## config.mk

```make
export PLATFORM = sky130hd
export DESIGN_NAME = decoder_scan_driver
export DESIGN_NICKNAME = d
export VERILOG_FILES = /design/src/rtl/decoder_scan_pkg.sv /design/src/rtl/decoder_scan_driver_dwell_timer.sv /design/src/rtl/decoder_scan_driver.sv
export SDC_FILE = /design/constraint.sdc
export NUM_CORES = 1
export LEC_CHECK = 0
export ABC_AREA = 1
export BUFFER_PORTS_ARGS = -buffer_cell sky130_fd_sc_hd__buf_4
export CAP_MARGIN = 20
export CORE_ASPECT_RATIO = 0.5
export CORE_MARGIN = 2
export CORE_UTILIZATION = 40
export CTS_CLUSTER_DIAMETER = 150
export DETAILED_ROUTE_END_ITERATION = 6
export SLEW_MARGIN = 20
export SYNTH_ARGS = -nofsm -noshare
export SYNTH_HDL_FRONTEND = slang
export SYNTH_HIERARCHICAL = 1
export SYNTH_SLANG_ARGS = --single-unit
export TNS_END_PERCENT = 100
```

## constraint.sdc

```tcl
create_clock -name clk -period 5 [get_ports clk]
set_input_delay 0.5 -clock clk [delete_from_list [all_inputs] [get_ports clk]]
set_output_delay 0.5 -clock clk [all_outputs]
set_load 0.01 [all_outputs]
```

## src/rtl/decoder_scan_pkg.sv

```systemverilog
// Shared constants and state encoding for the 3-to-8 decoder scan driver.
package decoder_scan_pkg;

  localparam int SEL_W = 3;
  localparam int NUM_SEL = 8;
  localparam logic [SEL_W-1:0] LAST_SEL = 3'd7;

  typedef enum logic [1:0] {
    ST_IDLE   = 2'd0,
    ST_ACTIVE = 2'd1,
    ST_BLANK  = 2'd2
  } scan_state_e;

endpackage

```

## src/rtl/decoder_scan_driver_dwell_timer.sv

```systemverilog
// Down counter timing the dwell of one select; expire is high while the count is 0.
module dwell_timer #(
  parameter int DWELL_W = 8
) (
  input  logic               clk,
  input  logic               rst,
  input  logic               load,
  input  logic [DWELL_W-1:0] load_value,
  input  logic               enable,
  output logic               expire
);

  logic [DWELL_W-1:0] count;

  always_ff @(posedge clk or posedge rst) begin
    if (rst) begin
      count <= '0;
    end else if (load) begin
      count <= load_value;
    end else if (enable && (count != '0)) begin
      count <= count - DWELL_W'(1);
    end
  end

  assign expire = (count == '0);

endmodule

```

## src/rtl/decoder_scan_driver.sv

```systemverilog
// Scans the decoder select X through 0..7 with a programmable dwell, continuous or single sweep.
// Define SCAN_BLANK_EN to insert a one-cycle En=0 blank at every select change.
module decoder_scan_driver
  import decoder_scan_pkg::*;
#(
  parameter int DWELL_W = 8
) (
  input  logic               clk,
  input  logic               rst,
  input  logic               start,
  input  logic               stop,
  input  logic               mode,
  input  logic [DWELL_W-1:0] dwell,
  output logic [SEL_W-1:0]   X,
  output logic               En,
  output logic               busy,
  output logic               done
);

  scan_state_e        state_q, state_d;
  logic [SEL_W-1:0]   x_d;
  logic               en_d, busy_d, done_d;
  logic               mode_q;
  logic [DWELL_W-1:0] dwell_m1_q;
  logic               latch;
  logic               tmr_load, tmr_enable, tmr_expire;
  logic [DWELL_W-1:0] tmr_value;

  dwell_timer #(.DWELL_W(DWELL_W)) u_dwell_timer (
    .clk       (clk),
    .rst       (rst),
    .load      (tmr_load),
    .load_value(tmr_value),
    .enable    (tmr_enable),
    .expire    (tmr_expire)
  );

  always_ff @(posedge clk or posedge rst) begin
    if (rst) begin
      state_q    <= ST_IDLE;
      X          <= '0;
      En         <= 1'b0;
      busy       <= 1'b0;
      done       <= 1'b0;
      mode_q     <= 1'b0;
      dwell_m1_q <= '0;
    end else begin
      state_q <= state_d;
      X       <= x_d;
      En      <= en_d;
      busy    <= busy_d;
      done    <= done_d;
      if (latch) begin
        mode_q     <= mode;
        dwell_m1_q <= (dwell == '0) ? '0 : dwell - DWELL_W'(1);
      end
    end
  end

  always_comb begin
    state_d    = state_q;
    x_d        = X;
    en_d       = En;
    busy_d     = busy;
    done_d     = 1'b0;
    latch      = 1'b0;
    tmr_load   = 1'b0;
    tmr_enable = 1'b0;
    tmr_value  = dwell_m1_q;

    case (state_q)
      ST_IDLE: begin
        x_d    = '0;
        en_d   = 1'b0;
        busy_d = 1'b0;
        if (start && !stop) begin
          state_d   = ST_ACTIVE;
          en_d      = 1'b1;
          busy_d    = 1'b1;
          latch     = 1'b1;
          tmr_load  = 1'b1;
          tmr_value = (dwell == '0) ? '0 : dwell - DWELL_W'(1);
        end
      end
      ST_ACTIVE: begin
        tmr_enable = 1'b1;
        if (stop) begin
          state_d = ST_IDLE;
          x_d     = '0;
          en_d    = 1'b0;
          busy_d  = 1'b0;
        end else if (tmr_expire) begin
          if ((X == LAST_SEL) && mode_q) begin
            state_d = ST_IDLE;
            x_d     = '0;
            en_d    = 1'b0;
            busy_d  = 1'b0;
            done_d  = 1'b1;
          end else begin
            // 3-bit increment wraps 7 -> 0 for continuous mode
            x_d      = X + SEL_W'(1);
            tmr_load = 1'b1;
`ifdef SCAN_BLANK_EN
            state_d = ST_BLANK;
            en_d    = 1'b0;
`else
            state_d = ST_ACTIVE;
            en_d    = 1'b1;
`endif
          end
        end
      end
      ST_BLANK: begin
        if (stop) begin
          state_d = ST_IDLE;
          x_d     = '0;
          en_d    = 1'b0;
          busy_d  = 1'b0;
        end else begin
          state_d = ST_ACTIVE;
          en_d    = 1'b1;
        end
      end
      default: begin
        state_d = ST_IDLE;
        x_d     = '0;
        en_d    = 1'b0;
        busy_d  = 1'b0;
      end
    endcase
  end

endmodule
```

==> flow_metrics.env, run 1 <==
export IMPL_outcome="finished clean"
export IMPL_cts_htree_levels=1
export IMPL_final_max_slew_viol_count=0
export IMPL_port_buffers=18
export IMPL_mostFrequentLayoutCell="sky130_fd_sc_hd__nand2_1"
export IMPL_cts_made_buffers=3
export IMPL_initialDrtViolationCount=49
export IMPL_synthesis_area_um2=1550
export IMPL_hpwl_um=2530
export IMPL_routed_wl_um=3080
export IMPL_min_delay_path_class="in -> async"
export IMPL_power_leakage_uw=0.000940
export IMPL_finalSetupViolCount=0
export IMPL_cts_path_max_buffers=2
export IMPL_yosysWarningCount=6
export IMPL_clk_pin_slew_ps=90
export IMPL_synth_ff_latch_count=24
export IMPL_cell_count_post_placement=268
export IMPL_grt_use_total_pct=15.0
export IMPL_ff2ff_setup_slack_ps=2070
export IMPL_area_enclosed_by_the_die_boundary_um2=4420
export IMPL_total_nets_after_synthesis=221
export IMPL_core_rowCount=15
export IMPL_worst_pin_slew_ps=737
export IMPL_max_slew_margin_pct=50.8
export IMPL_cp_cell_sequence="inv_1, ha_1, nand2_1, nor2_1, nor2_1, nand2_1, inv_1, a21oi_1, inv_1, or2_2, nand3_2, nand2_1"
export IMPL_layout_cell_area_non_filler_um2=1800
export IMPL_antenna_left=0
export IMPL_seq_area_frac_synth_pct=38.7
export IMPL_drc_errors=0
export IMPL_fin_nets=241
export IMPL_antenna_cells_inserted=0
export IMPL_cp_max_fo=12
export IMPL_r2r_end="u_dwell_timer/count[5]"
export IMPL_gp_congestion=0.784
export IMPL_avgRoutedWirePerCell_um=11.3
export IMPL_grt_pass1_wl_um=4960
export IMPL_critPathSlowestCell="sky130_fd_sc_hd__a21oi_1"
export IMPL_worst_setup_path_type="reg -> reg"
export IMPL_globalRouteOverflowTotal=0
export IMPL_routed_via_count=1315
export IMPL_synth_cells=202
export IMPL_floorplan_io_pins=19
export IMPL_cts_tree="built"
export IMPL_avgViaCountPerCell=4.83
export IMPL_die_height_um=48.0
export IMPL_dr_pass1_iters=4
export IMPL_fillers=357
export IMPL_initial_utilization_pct=43.5
export IMPL_syn2layout_area_growth_pct=16.4
export IMPL_finalHoldViolCount=0
export IMPL_pin_count_of_the_biggest_net_entering_global_routing=17
export IMPL_final_min_clock_period_ps=2930
export IMPL_place_area_um2=1730
export IMPL_cp_slowest_stage_delay_ps=590
export IMPL_fin_skew_ps=3.88
export IMPL_cp_data_arrival_time_ps=3100
export IMPL_cts_hold_buf=0
export IMPL_final_instance_count_excl_fill=272
export IMPL_first_global_vias=1029
export IMPL_worst_ep_required_time_ps=5160
export IMPL_numClockSinks=24
export IMPL_rsz_0062_raised_after_global_routing="no"
export IMPL_layout_cell_share_with_drive_strength_beyond_1_pct=20.4
export IMPL_r2r_start="u_dwell_timer/count[0]"
export IMPL_skew_pair_late_insertion_delay_ps=270
export IMPL_grt_antenna_before_repair=0
export IMPL_reg2regPathDepth=12
export IMPL_synth_area_per_cell_um2=7.67
export IMPL_drv_max_cap_violation_count=0
export IMPL_ctsRootBufferMaster="sky130_fd_sc_hd__clkbuf_8"
export IMPL_crit_path_end_kind="register"
export IMPL_placeableCoreArea_um2=3570
export IMPL_power_density_nw_per_um2=511
export IMPL_final_setup_tns_ps=0
export IMPL_final_period_utilization_pct=58.7
export IMPL_yosysUniqueCellTypes=28
export IMPL_layout_common_cells="sky130_fd_sc_hd__nand2_1 (60), sky130_fd_sc_hd__dfrtp_1 (24), sky130_fd_sc_hd__nand3_1 (24)"
export IMPL_post_cts_resize_count=0
export IMPL_max_freq_ghz=0.341
export IMPL_vdd_ir_drop_max_mv=0.183
export IMPL_number_of_buffers_added_for_setup_after_cts=0
export IMPL_die_width_um=92.0
export IMPL_cp_start_kind="register"
==> per-stage QoR <==
stage                     setup slack [ps]  power (uW)  hold WS (ps)  util (%)
final                                 2070         922           194      50.6
after global routing                  1750        1000           211      50.6
after CTS                             2100         931           204      50.6
after detailed placement              2120         759           463      48.6
after global placement                2170         753           455      48.6
after floorplan                       3000         658           316         -
==> worst max-delay path: cells and delay by family, from the launching register on <==
| kind | cells | cell delay [ps] |
|---|---|---|
| and+or+nand+nor | 7 | 1040 |
| adders and majority gates | 1 | 180 |
| AOI/OAI and AO/OA | 1 | 590 |
| buffers and inverters | 3 | 640 |
| DFF | 1 | 380 |
==> worst max path at each step <==
stage / start / to / slack [ps] / cells after the start
finish: u_dwell_timer/count[0] / u_dwell_timer/count[5] / 2070 / 12
floorplan: u_dwell_timer/count[0] / u_dwell_timer/count[1] / 3000 / 12
detailed placement: u_dwell_timer/count[0] / u_dwell_timer/count[5] / 2120 / 12
global route: u_dwell_timer/count[0] / u_dwell_timer/count[5] / 1750 / 12
CTS: u_dwell_timer/count[0] / u_dwell_timer/count[5] / 2100 / 12
global placement: u_dwell_timer/count[0] / u_dwell_timer/count[5] / 2170 / 12
==> routing by layer <==
metal / vias up / global-route usage (%) / wire, um
met5: - / 0 / 0
met4: 0 / 2.69 / 12
met3: 2 / 3.78 / 158
met2: 27 / 22.1 / 1270
met1: 606 / 22.5 / 1640
li1: 680 / - / -
==> state kept, by name (all words and copies together) (netlist names) <==
name,count
busy,1
X,3
state_q,1
dwell_m1_q,8
u_dwell_timer/count,8
mode_q,1
En,1
done,1
==> report_power, final <==
group / switching, uW / leakage, uW / internal [uW]
logic: 259 / 0.000601 / 161
registers: 62.2 / 0.000304 / 271
clock network: 62.0 / 0.0000357 / 107
==> kinds of logic (layout without fill, tap and decap cells) <==
kind of cell	Yosys count	in the layout	synth area share (%)
flip-flops	24	24	38.7
AO/OA/AOI/OAI	23	23	10.0
buffers and inverters	28	47	7.10
adder cells (fa/ha/maj)	6	6	4.84
XOR/XNOR	4	4	2.26
AND/OR/NAND/NOR	117	117	37.0
==> area by class of cell <==
class,instances,area [um^2],share of cell area [%]
Clock buffer,3,41.3,2.29
Multi-Input combinational cell,150,840,46.5
Timing Repair Buffer,18,135,7.49
Tap cell,51,63.8,3.54
Sequential cell,24,601,33.3
Clock inverter,1,30.0,1.66
Inverter,25,93.8,5.20
==> synthesized netlist by cell type (all sizes together) <==
cell / n / area share (%)
o21ai: 20 / 8.6
or2: 1 / 0.40
a21o: 1 / 0.57
nand4: 3 / 1.2
ha: 6 / 4.8
nor2: 21 / 7.8
xor2: 1 / 0.57
clkbuf: 1 / 0.24
nand3: 27 / 10
xnor2: 3 / 1.7
a21oi: 1 / 0.32
buf: 2 / 0.81
o21bai: 1 / 0.48
nor3: 1 / 0.32
nand2: 64 / 17
dfrtp: 24 / 39
inv: 25 / 6.1
Power figures use the tool's default switching activity.
==> run 2: changes to the inputs <==
clock period = 2.8 ns   (was 5 ns; I/O delays follow)
==> flow_metrics.env, run 2 (synthesis results as in run 1) <==
export IMPL_fin_nets=243
export IMPL_finalHoldViolCount=0
export IMPL_final_max_slew_viol_count=0
export IMPL_cts_hold_buf=1
export IMPL_rsz_0062_raised_after_global_routing="no"
export IMPL_antenna_left=0
export IMPL_core_rowCount=15
export IMPL_cp_cell_sequence="inv_1, ha_1, nand2_1, nor2_1, nor2_1, nand2_1, inv_1, a21oi_1, inv_1, or2_2, nand3_2, nand2_1"
export IMPL_cts_htree_levels=1
export IMPL_grt_use_total_pct=15.4
export IMPL_routed_via_count=1252
export IMPL_r2r_end="u_dwell_timer/count[5]"
export IMPL_drc_errors=0
export IMPL_number_of_cells_on_the_critical_path=12
export IMPL_vdd_ir_drop_max_mv=0.296
export IMPL_grt_antenna_before_repair=0
export IMPL_worst_setup_path_type="reg -> reg"
export IMPL_timing_hold_worst_path_depth=3
export IMPL_antenna_cells_inserted=0
export IMPL_place_area_um2=1740
export IMPL_mostFrequentLayoutCell="sky130_fd_sc_hd__nand2_1"
export IMPL_ff2ff_setup_slack_ps=510
export IMPL_fin_skew_ps=1.91
export IMPL_reg2regPathDepth=12
export IMPL_worst_min_delay_path_startpoint="mode"
export IMPL_max_freq_ghz=0.436
export IMPL_globalRouteOverflowTotal=0
export IMPL_crit_path_end_kind="register"
export IMPL_ctsRootBufferMaster="sky130_fd_sc_hd__clkbuf_8"
export IMPL_min_delay_path_class="in -> reg"
export IMPL_dr_pass1_iters=4
export IMPL_cp_start_kind="register"
export IMPL_die_width_um=92.0
export IMPL_die_height_um=48.0
export IMPL_post_cts_resize_count=0
export IMPL_placeableCoreArea_um2=3570
export IMPL_max_slew_margin_pct=58.9
export IMPL_numClockSinks=24
export IMPL_area_enclosed_by_the_die_boundary_um2=4420
export IMPL_biggest_registers_after_layout="dwell_m1_q (8), u_dwell_timer/count (8), X (3)"
export IMPL_worst_ep_required_time_ps=2970
export IMPL_final_period_utilization_pct=81.9
export IMPL_finalSetupViolCount=0
export IMPL_power_density_nw_per_um2=908
export IMPL_avgViaCountPerCell=4.57
export IMPL_gp_congestion=0.835
export IMPL_final_min_clock_period_ps=2290
export IMPL_routed_wl_um=3040
export IMPL_r2r_start="u_dwell_timer/count[0]"
export IMPL_initialDrtViolationCount=57
export IMPL_power_leakage_uw=0.000949
export IMPL_clk_pin_slew_ps=80
export IMPL_avgRoutedWirePerCell_um=11.1
export IMPL_cp_max_fo=11
export IMPL_cts_path_max_buffers=2
export IMPL_cp_num_buf_inv=3
export IMPL_cp_slowest_stage_delay_ps=380
export IMPL_grt_pass1_wl_um=4960
export IMPL_cp_top_family="simple AND/OR/NAND/NOR gates"
export IMPL_cts_made_buffers=3
export IMPL_layout_cell_share_with_drive_strength_beyond_1_pct=20.6
export IMPL_initial_utilization_pct=43.5
export IMPL_floorplan_io_pins=19
export IMPL_first_global_vias=1072
export IMPL_cp_data_arrival_time_ps=2460
export IMPL_hold_path_endpoint="mode_q"
export IMPL_cts_tree="built"
export IMPL_critPathSlowestCell="sky130_fd_sc_hd__dfrtp_1"
export IMPL_skew_pair_late_insertion_delay_ps=270
export IMPL_drv_max_cap_violation_count=0
export IMPL_port_buffers=18
export IMPL_layout_common_cells="sky130_fd_sc_hd__nand2_1 (60), sky130_fd_sc_hd__dfrtp_1 (24), sky130_fd_sc_hd__nand3_1 (24)"
export IMPL_hpwl_um=2470
export IMPL_outcome="finished clean"
export IMPL_final_setup_tns_ps=0
export IMPL_layout_cell_area_non_filler_um2=1820
export IMPL_number_of_buffers_added_for_setup_after_cts=0
export IMPL_worst_pin_slew_ps=615
export IMPL_syn2layout_area_growth_pct=17.5
export IMPL_pin_count_of_the_biggest_net_entering_global_routing=17
## run 2: final cells by class
class / count / area [um^2]
Multi-Input combinational cell: 150 / 840
Timing Repair Buffer: 20 / 153
Tap cell: 51 / 63.8
Clock inverter: 1 / 30.0
Inverter: 25 / 93.8
Sequential cell: 24 / 601
Clock buffer: 3 / 41.3
Fill cell: 357 / 1740
## run 2: how the worst max path moves through the flow
stage                      startpoint                     end  slack [ps]
6_report       u_dwell_timer/count[0]  u_dwell_timer/count[5]         510
5_1_grt        u_dwell_timer/count[0]  u_dwell_timer/count[5]         310
4_1_cts        u_dwell_timer/count[0]  u_dwell_timer/count[5]         520
3_5_place_dp   u_dwell_timer/count[0]  u_dwell_timer/count[5]         530
3_3_place_gp   u_dwell_timer/count[0]  u_dwell_timer/count[5]         610
2_1_floorplan  u_dwell_timer/count[0]  u_dwell_timer/count[1]         800
## run 2: per-stage QoR
step	util [%]	std cells	setup WS, ps	hold WS (ps)	total power (uW)
5_1_grt	51.1	274	314	208	1810
3_3_place_gp	48.8	269	608	271	1350
2_1_floorplan	-	202	798	95.7	1170
6_report	51.1	274	506	201	1650
4_1_cts	51.1	274	516	199	1680
3_5_place_dp	48.8	269	530	279	1360
## run 2: worst reg2reg max path: cells and delay by family (launching register included)
kind | cells | cell delay (ps)
DFF | 1 | 380
adders and majority gates | 1 | 190
and+or+nand+nor | 7 | 990
AOI/OAI and AO/OA | 1 | 160
buffers and inverters | 3 | 460
## run 2: per-layer routing
layer	track usage, %	wire length, um	vias to the layer above
met4	6.27	43	0
met5	0	0	-
met1	20.9	1630	541
met2	23.4	1220	19
li1	-	-	687
met3	4.72	146	5
## run 2: where the power goes
group | total (uW) | internal, uW | switching [uW]
combinational | 755 | 293 | 462
clock | 302 | 191 | 111
sequential | 597 | 484 | 113
total | 1650 | 968 | 686
==> run 3: changes to the inputs <==
ABC_AREA = 0   (was 1)
clock period = 1.9 ns   (was 2.8 ns; I/O delays follow)
==> flow_metrics.env, run 3 <==
export IMPL_mostFrequentLayoutCell="sky130_fd_sc_hd__buf_4"
export IMPL_first_global_vias=910
export IMPL_gp_congestion=0.772
export IMPL_fillers=316
export IMPL_max_freq_ghz=0.522
export IMPL_cp_start_kind="register"
export IMPL_timing_hold_worst_path_depth=3
export IMPL_power_frac_comb_pct=37.9
export IMPL_crit_path_end_kind="register"
export IMPL_fin_nets=193
export IMPL_yosys_cell_count_top_type="sky130_fd_sc_hd__nand2_1"
export IMPL_synth_enable_flop_cells=0
export IMPL_floorplan_io_pins=19
export IMPL_seq_area_frac_synth_pct=43.0
export IMPL_cp_slowest_stage_delay_ps=500
export IMPL_synth_ff_latch_count=24
export IMPL_final_util_pct=51.7
export IMPL_power_internal_uw=1260
export IMPL_routed_wl_um=2680
export IMPL_yosys_area_top_type="sky130_fd_sc_hd__dfrtp_1"
export IMPL_skew_pair_late_insertion_delay_ps=270
export IMPL_finalSetupViolCount=3
export IMPL_cts_made_buffers=3
export IMPL_fin_skew_ps=1.58
export IMPL_final_period_utilization_pct=101
export IMPL_vdd_ir_drop_max_mv=0.285
export IMPL_dr_pass1_iters=4
export IMPL_topRoutingLayerUsed="met4"
export IMPL_power_density_nw_per_um2=1070
export IMPL_syn2layout_area_growth_pct=25.2
export IMPL_initialDrtViolationCount=51
export IMPL_min_delay_path_class="in -> reg"
export IMPL_initial_utilization_pct=41.3
export IMPL_die_width_um=87.5
export IMPL_avgRoutedWirePerCell_um=12.5
export IMPL_p_sw_uw=618
export IMPL_final_max_slew_viol_count=0
export IMPL_worst_ep_required_time_ps=2060
export IMPL_biggest_registers_after_layout="dwell_m1_q (8), u_dwell_timer/count (8), X (3)"
export IMPL_die_height_um=45.8
export IMPL_cts_tree="built"
export IMPL_cp_top_family="simple AND/OR/NAND/NOR gates"
export IMPL_grt_use_total_pct=14.8
export IMPL_drv_max_cap_violation_count=0
export IMPL_antenna_left=0
export IMPL_netSwitchingFraction_pct=33.0
export IMPL_layout_common_cells="sky130_fd_sc_hd__buf_4 (26), sky130_fd_sc_hd__nand2_1 (25), sky130_fd_sc_hd__dfrtp_1 (24)"
export IMPL_globalRouteOverflowTotal=0
export IMPL_power_leakage_uw=0.000752
export IMPL_met2_wirelength_um=1090
export IMPL_hpwl_um=2120
export IMPL_seq_power_share_pct=38.2
export IMPL_critPathSlowestCell="sky130_fd_sc_hd__or4b_4"
export IMPL_crit_path_setup_slack_layout_ps=-15.4
export IMPL_hold_path_endpoint="mode_q"
export IMPL_design_power_uw=1880
export IMPL_yosysUniqueCellTypes=40
export IMPL_dominantRegCellSynth="sky130_fd_sc_hd__dfrtp_1"
export IMPL_number_of_buffers_added_for_setup_after_cts=0
export IMPL_worst_min_delay_path_startpoint="mode"
export IMPL_pin_count_of_the_biggest_net_entering_global_routing=17
export IMPL_numClockSinks=24
export IMPL_synth_cells=145
export IMPL_area_enclosed_by_the_die_boundary_um2=4000
export IMPL_drc_errors=0
export IMPL_cp_max_fo=8
export IMPL_pwr_share_clk_pct=23.9
export IMPL_synth_top_cells_by_area="sky130_fd_sc_hd__dfrtp_1 (43%), sky130_fd_sc_hd__nand2_1 (6.7%), sky130_fd_sc_hd__ha_1 (5.4%)"
export IMPL_cp_cell_sequence="inv_2, ha_4, or4b_4, nor2_4, buf_4, nand3_1, nand2_1, a21oi_1, o31a_1"
export IMPL_most_common_library_cells_after_synthesis="sky130_fd_sc_hd__nand2_1 (25), sky130_fd_sc_hd__dfrtp_1 (24), sky130_fd_sc_hd__o21ai_1 (11)"
export IMPL_worst_pin_slew_ps=642
export IMPL_placeableCoreArea_um2=3380
export IMPL_port_buffers=18
export IMPL_placement_setup_worst_slack_ps=7.65
export IMPL_rsz_0062_raised_after_global_routing="yes"
export IMPL_yosysWarningCount=6
export IMPL_core_rowCount=15
export IMPL_synth_area_per_cell_um2=9.62
export IMPL_number_of_cells_on_the_critical_path=9
export IMPL_total_nets_after_synthesis=164
export IMPL_worst_setup_path_type="reg -> reg"
export IMPL_violations_in_the_final_reports="negative setup slack"
export IMPL_grt_antenna_before_repair=0
export IMPL_synthArstFlopShare_pct=100
export IMPL_final_setup_tns_ps=-32.7
export IMPL_yosysTopAreaCellShare_pct=43.0
export IMPL_final_min_clock_period_ps=1920
export IMPL_max_slew_margin_pct=57.2
export IMPL_ff2ff_setup_slack_ps=-20
export IMPL_cp_num_buf_inv=2
export IMPL_finalHoldViolCount=0
export IMPL_clk_pin_slew_ps=90
export IMPL_layout_cell_share_with_drive_strength_beyond_1_pct=31.2
export IMPL_routed_via_count=1055
export IMPL_ctsRootBufferMaster="sky130_fd_sc_hd__clkbuf_8"
export IMPL_routedLengthMet1_um=1450
export IMPL_outcome="finished with violations"
export IMPL_r2r_end="En"
export IMPL_cp_data_arrival_time_ps=2080
export IMPL_avgViaCountPerCell=4.91
export IMPL_synthesis_area_um2=1400
export IMPL_reg2regPathDepth=9
export IMPL_grt_pass1_wl_um=4330
export IMPL_cts_path_max_buffers=2
export IMPL_r2r_start="u_dwell_timer/count[1]"
export IMPL_antenna_cells_inserted=0
export IMPL_met3_wirelength_um=106
export IMPL_cts_htree_levels=1
## run 3: logic make-up (layout without fill, tap and decap cells)
group | after synthesis | after routing | share of synthesized area, %
xor gates and xnor gates | 10 | 10 | 6.28
AOI/OAI and AO/OA | 35 | 35 | 16.0
adders and majority gates | 6 | 6 | 5.38
buffers and inverters | 10 | 38 | 3.95
muxes | 3 | 3 | 2.33
DFF | 24 | 24 | 43.0
and+or+nand+nor | 57 | 57 | 23.0
## run 3: power groups by stage
| stage | logic, uW | clock network, uW | registers [uW] |
|---|---|---|---|
| after floorplan | 470 | 0 | 724 |
| after global placement | 694 | 0 | 721 |
| after detailed placement | 704 | 0 | 724 |
| after CTS | 712 | 464 | 713 |
| after global routing | 799 | 489 | 726 |
| final | 711 | 449 | 716 |
## run 3: final cells by class
class                   instances  area [um^2]  share of cell area, %
clock buffers                   3         41.3                   2.36
clock inverters                 1         30.0                   1.72
inverters                       6         22.5                   1.29
multi-input cells             111          783                   44.8
flip-flops and latches         24          601                   34.4
well taps                      42         52.6                   3.01
repair buffers                 28          216                   12.4
## run 3: timing repair
action / 4_1_cts / 5_1_grt
endpoints found under the setup margin: 4 / 12
resized for setup: 1 / 3
pin swaps: 0 / 0
hold buffers: 1 / 0
endpoints found under the hold margin: 8 / 0
## run 3: per-layer routing
metal / track usage, % / vias to the layer above
met1: 22.1 / 468
met3: 3.80 / 5
li1: - / 560
met5: 0 / -
met4: 5.54 / 0
met2: 20.6 / 22
## run 3: worst register-to-register path, stage by stage, from the launching register on
cell and delay, ps:
sky130_fd_sc_hd__dfrtp_1 390, sky130_fd_sc_hd__inv_2 80, sky130_fd_sc_hd__ha_4 120, sky130_fd_sc_hd__or4b_4 500, sky130_fd_sc_hd__nor2_4 140, sky130_fd_sc_hd__buf_4 170
sky130_fd_sc_hd__nand3_1 110, sky130_fd_sc_hd__nand2_1 80, sky130_fd_sc_hd__a21oi_1 100, sky130_fd_sc_hd__o31a_1 120
## run 3: per-stage QoR
| step | hold slack, ps | instances | area, um^2 |
|---|---|---|---|
| 2_1_floorplan | 5.66 | 145 | 1460 |
| 3_3_place_gp | 168 | 210 | 1660 |
| 3_5_place_dp | 168 | 210 | 1660 |
| 4_1_cts | 95.3 | 215 | 1750 |
| 5_1_grt | 87.2 | 215 | 1750 |
| 6_report | 106 | 215 | 1750 |
## run 3: worst max path at each step
stage                                 from                     end
detailed placement  u_dwell_timer/count[1]                      En
global route        u_dwell_timer/count[1]  u_dwell_timer/count[3]
floorplan           u_dwell_timer/count[0]  u_dwell_timer/count[3]
CTS                 u_dwell_timer/count[1]                      En
global placement    u_dwell_timer/count[0]  u_dwell_timer/count[3]
finish              u_dwell_timer/count[1]                      En
